--- src/rtl/mult_seq_param.sv ---
// Parametrised sequential shift-add multiplier with per-operation signed/unsigned mode.
// Optional MULT_SEQ_EARLY_TERM_EN: finish as soon as the remaining multiplier bits are zero.
module mult_seq_param #(
  parameter int WIDTH = 8
) (
  input  logic                 clk,
  input  logic                 reset,
  input  logic                 start,
  input  logic                 signed_mode,
  input  logic [WIDTH-1:0]     a,
  input  logic [WIDTH-1:0]     b,
  output logic                 busy,
  output logic                 done,
  output logic [2*WIDTH-1:0]   product
);

  localparam int PW = 2 * WIDTH;
  localparam int CW = $clog2(WIDTH + 1);
  localparam logic [CW-1:0]    COUNT_LAST = CW'(WIDTH);
  localparam logic [WIDTH-1:0] ONE_W = {{(WIDTH-1){1'b0}}, 1'b1};
  localparam logic [PW-1:0]    ONE_P = {{(PW-1){1'b0}}, 1'b1};

  typedef enum logic [1:0] {
    IDLE,
    CALC,
    FINISH
  } state_t;

  state_t           state_reg;
  logic [PW-1:0]    acc_reg;
  logic [PW-1:0]    mcand_reg;
  logic [WIDTH-1:0] mplier_reg;
  logic [CW-1:0]    count_reg;
  logic             sign_reg;
  logic             busy_reg;
  logic             done_reg;
  logic [PW-1:0]    product_reg;

  logic             neg_a;
  logic             neg_b;
  logic [WIDTH-1:0] mag_a;
  logic [WIDTH-1:0] mag_b;
  logic             term;
  logic [PW-1:0]    result_next;

  // Magnitude in WIDTH unsigned bits: the most negative value maps to 2^(WIDTH-1) exactly.
  assign neg_a = signed_mode & a[WIDTH-1];
  assign neg_b = signed_mode & b[WIDTH-1];
  assign mag_a = neg_a ? (~a + ONE_W) : a;
  assign mag_b = neg_b ? (~b + ONE_W) : b;

`ifdef MULT_SEQ_EARLY_TERM_EN
  assign term = (count_reg == COUNT_LAST) || (mplier_reg == '0);
`else
  assign term = (count_reg == COUNT_LAST);
`endif

  assign result_next = sign_reg ? (~acc_reg + ONE_P) : acc_reg;

  // Outputs are registered: product and done are loaded on the edge that enters FINISH.
  always_ff @(posedge clk) begin
    if (reset) begin
      state_reg   <= IDLE;
      acc_reg     <= '0;
      mcand_reg   <= '0;
      mplier_reg  <= '0;
      count_reg   <= '0;
      sign_reg    <= 1'b0;
      busy_reg    <= 1'b0;
      done_reg    <= 1'b0;
      product_reg <= '0;
    end else begin
      case (state_reg)
        IDLE: begin
          done_reg <= 1'b0;
          if (start) begin
            state_reg  <= CALC;
            mcand_reg  <= {{WIDTH{1'b0}}, mag_a};
            mplier_reg <= mag_b;
            acc_reg    <= '0;
            count_reg  <= '0;
            sign_reg   <= neg_a ^ neg_b;
            busy_reg   <= 1'b1;
          end
        end
        CALC: begin
          if (term) begin
            state_reg   <= FINISH;
            busy_reg    <= 1'b0;
            done_reg    <= 1'b1;
            product_reg <= result_next;
          end else begin
            if (mplier_reg[0]) begin
              acc_reg <= acc_reg + mcand_reg;
            end
            mcand_reg  <= mcand_reg << 1;
            mplier_reg <= mplier_reg >> 1;
            count_reg  <= count_reg + 1'b1;
          end
        end
        FINISH: begin
          state_reg <= IDLE;
          done_reg  <= 1'b0;
        end
        default: begin
          state_reg <= IDLE;
          busy_reg  <= 1'b0;
          done_reg  <= 1'b0;
        end
      endcase
    end
  end

  assign busy    = busy_reg;
  assign done    = done_reg;
  assign product = product_reg;

endmodule
--- config.mk ---
export PLATFORM = sky130hd
export DESIGN_NAME = mult_seq_param
export DESIGN_NICKNAME = d
export VERILOG_FILES = /design/src/rtl/mult_seq_param.sv
export SDC_FILE = /design/constraint.sdc
export NUM_CORES = 1
export LEC_CHECK = 0
export BUFFER_PORTS_ARGS = -buffer_cell sky130_fd_sc_hd__clkbuf_2
export CAP_MARGIN = 20
export CORE_MARGIN = 2
export CORE_UTILIZATION = 34
export DETAILED_ROUTE_END_ITERATION = 16
export PLACE_DENSITY = 0.47
export RECOVER_POWER = 25
export SLEW_MARGIN = 20
export SYNTH_ARGS = -nofsm -noshare
export SYNTH_HDL_FRONTEND = slang
export SYNTH_SLANG_ARGS = --single-unit
--- constraint.sdc ---
create_clock -name clk -period 3.36 [get_ports clk]
set_input_delay 1.008 -clock clk [delete_from_list [all_inputs] [get_ports clk]]
set_output_delay 1.008 -clock clk [all_outputs]
set_load 0.03 [all_outputs]
==> flow_metrics.py <==
metrics = {
    "floorplan": {
        "coreArea_um2": 10700,
        "row_count": 38,
        "die_width_um": 108,
        "start_util_pct": 34.5,
        "die_area_um2": 11800,
        "io_pins": 38,
        "die_y_um": 108,
    },
    "pwr": {
        "powerDensity_nw_per_um2": 405,
        "vdd_ir_drop_max_uv": 138,
        "cellLeakagePower_nw": 1.77,
        "finalPower_w": 0.00172,
    },
    "sta": {
        "setup_slack_ns": 0.941,
        "setup_viol": 0,
        "drv_slew": 0,
        "slew_headroom_pct": 42.1,
        "hold_slack_ns": 0.451,
        "finalCritPeriodShare_pct": 72.0,
        "tns_ns": 0,
        "period_minus_slack_ns": 2.42,
        "tightest_slew_ns": 0.868,
        "hold_viol_final": 0,
        "rsz0062_at_grt": "no",
        "fin_worst_skew_ns": 0.0103,
        "fmax_ghz": 0.413,
    },
    "placed_design": {
        "placed_cells": 614,
        "port-buffer-count": 37,
        "post-place-ws_ns": 0.864,
        "gp_congestion": 0.800,
        "detailed_place_hpwl_mm": 6.43,
    },
    "clock_tree": {
        "cts_resized": 0,
        "clk_latency_ns": 0.34,
        "cts_hold_buf": 0,
        "cts_setup_buffers": 0,
        "cts_max_level": 3,
        "cts_max_path_buffers": 2,
        "numCtsBuffers": 9,
        "path_clk_slew_ns": 0.07,
        "cts_tree": "done",
        "cts_sinks": 65,
        "cts_root_buf": "clkbuf_8",
    },
    "synth": {
        "async_flop_share_pct": 0,
        "syn_inst": 449,
        "synth_area_leaders": "dfxtp_1, ha_1, a21oi_1, nor2_1, a211oi_1",
        "yosys.area.top_type": "dfxtp_1",
        "synth_ff_type": "dfxtp_1",
        "syn-mean-instance-area_um2": 8.27,
        "synth.ff_latch_count": 65,
        "yosysWarnings": 0,
        "synth_edf_count": 0,
        "yosysTopAreaCellShare_pct": 35.1,
        "yosysMostFrequentCell": "dfxtp_1",
        "synthTopCellsByCount": "dfxtp_1, nor2_1, a21oi_1",
        "syn_nets": 490,
        "synth_area_um2": 3710,
        "yosysSeqAreaShare_pct": 35.1,
        "synth_cell_types": 62,
    },
    "setup_path": {
        "path_cells": "clkbuf_1 -> buf_4 -> clkbuf_1 -> inv_1 -> a21oi_1 -> a21oi_1",
        "path_class": "input port to flop",
        "slowest_stage": "clkbuf_1",
        "required_ns": 3.59,
        "setup.worst_path.start_class": "input port",
        "cp-startpoint": "reset",
        "cp_max_fo": 33,
        "worstSetupEndpointType": "flop",
        "critical_path_arrival_ns": 2.65,
        "max_stage_delay_ns": 0.70,
        "reg2reg_from": "mcand_reg[0]",
    },
    "global_route": {
        "grt_pass1_wl_mm": 14.5,
        "track_usage_pct": 15.8,
        "grt_antenna_before_repair": 0,
        "grt_pass1_vias": 2945,
        "grt_remaining_overflow": 0,
        "grt_max_degree": 34,
    },
    "routing": {
        "ant_nets": 0,
        "wl_per_cell_um": 13.7,
        "drc_errors": 0,
        "wirelength_mm": 8.65,
        "first_pass_iters": 4,
        "vias": 3206,
        "drt_iter0_markers": 148,
        "vias_per_cell": 5.10,
    },
    "layout": {
        "drive_gt1_share_pct": 11.5,
        "antenna_cells": 0,
        "nNetsFinal": 526,
        "finalNonFillerCells": 629,
        "area_delta_synth_final_pct": 14.3,
    },
    "job": {
        "maxCapViolCount": 0,
    },
    "hold_path": {
        "worstHoldStart": "product[7]",
        "hold_class": "flop to flop",
    },
    "status": {
        "status": "finished, final reports clean",
    },
}
critical path: cells and delay by family:
family                 cells  cell delay (ns)
AO/OA/AOI/OAI              2             0.24
buffers and inverters      4             1.38
path summary, 6_finish.rpt:
kind,slack (ns),endpoint,cells past startpoint
worst min register to register,0.45,product[7],2
worst min-delay path,0.45,product[7],2
worst max register to register,0.94,acc_reg[12],9
worst max-delay path,0.94,product[15],6
stage by stage:
stage	cell area [um^2]	utilization, %
2_1_floorplan	3710	-
3_5_place_dp	4040	37.6
4_1_cts	4260	39.6
6_report	4240	39.5
5_1_grt	4240	39.5
3_3_place_gp	4040	37.6
power by group:
| group | switching [W] | total, W | internal (W) |
|---|---|---|---|
| logic | 0.000115 | 0.000190 | 0.0000754 |
| clock network | 0.000293 | 0.000712 | 0.000419 |
| registers | 0.0000234 | 0.000816 | 0.000793 |
cells in the final DEF (no fill, tap or decap), drive strengths merged, types with 5 or more instances in the layout:
cell and n:
dfxtp 65, nor2 58, clkbuf 52, a21oi 46, nand2 34, a211oi 25
o21ai 22, ha 20, inv 17, xnor2 16, xor2 13, a22o 12
nor3 10, or3 7, nand3 7, nor2b 6, o21a 5, and3 5
buf 5, o31ai 5
per-layer routing:
layer	part of all wire, %	global-route usage, %
met2	41	22.9
met4	2.0	6.59
met3	3.7	2.89
met5	0	0
met1	53	22.8
cell families (layout without fill, tap and decap cells):
family | after synthesis | count (layout) | synth area share (%)
AOI/OAI and AO/OA | 148 | 148 | 27.3
muxes | 3 | 3 | 0.809
adders and majority gates | 21 | 21 | 7.28
and+or+nand+nor | 147 | 147 | 18.8
DFF | 65 | 65 | 35.1
xor gates and xnor gates | 29 | 29 | 6.84
buffers and inverters | 36 | 76 | 3.91
final cells by class:
cell class                 instances  area [um^2]
fill                            1163         6500
clock inverter                     2         35.0
sequential                        65         1300
timing repair buffer              44          216
clock buffer                      13          179
inverter                          17         63.8
tap                              140          175
multi-input combinational        348         2270
Power figures use the tool's default switching activity.
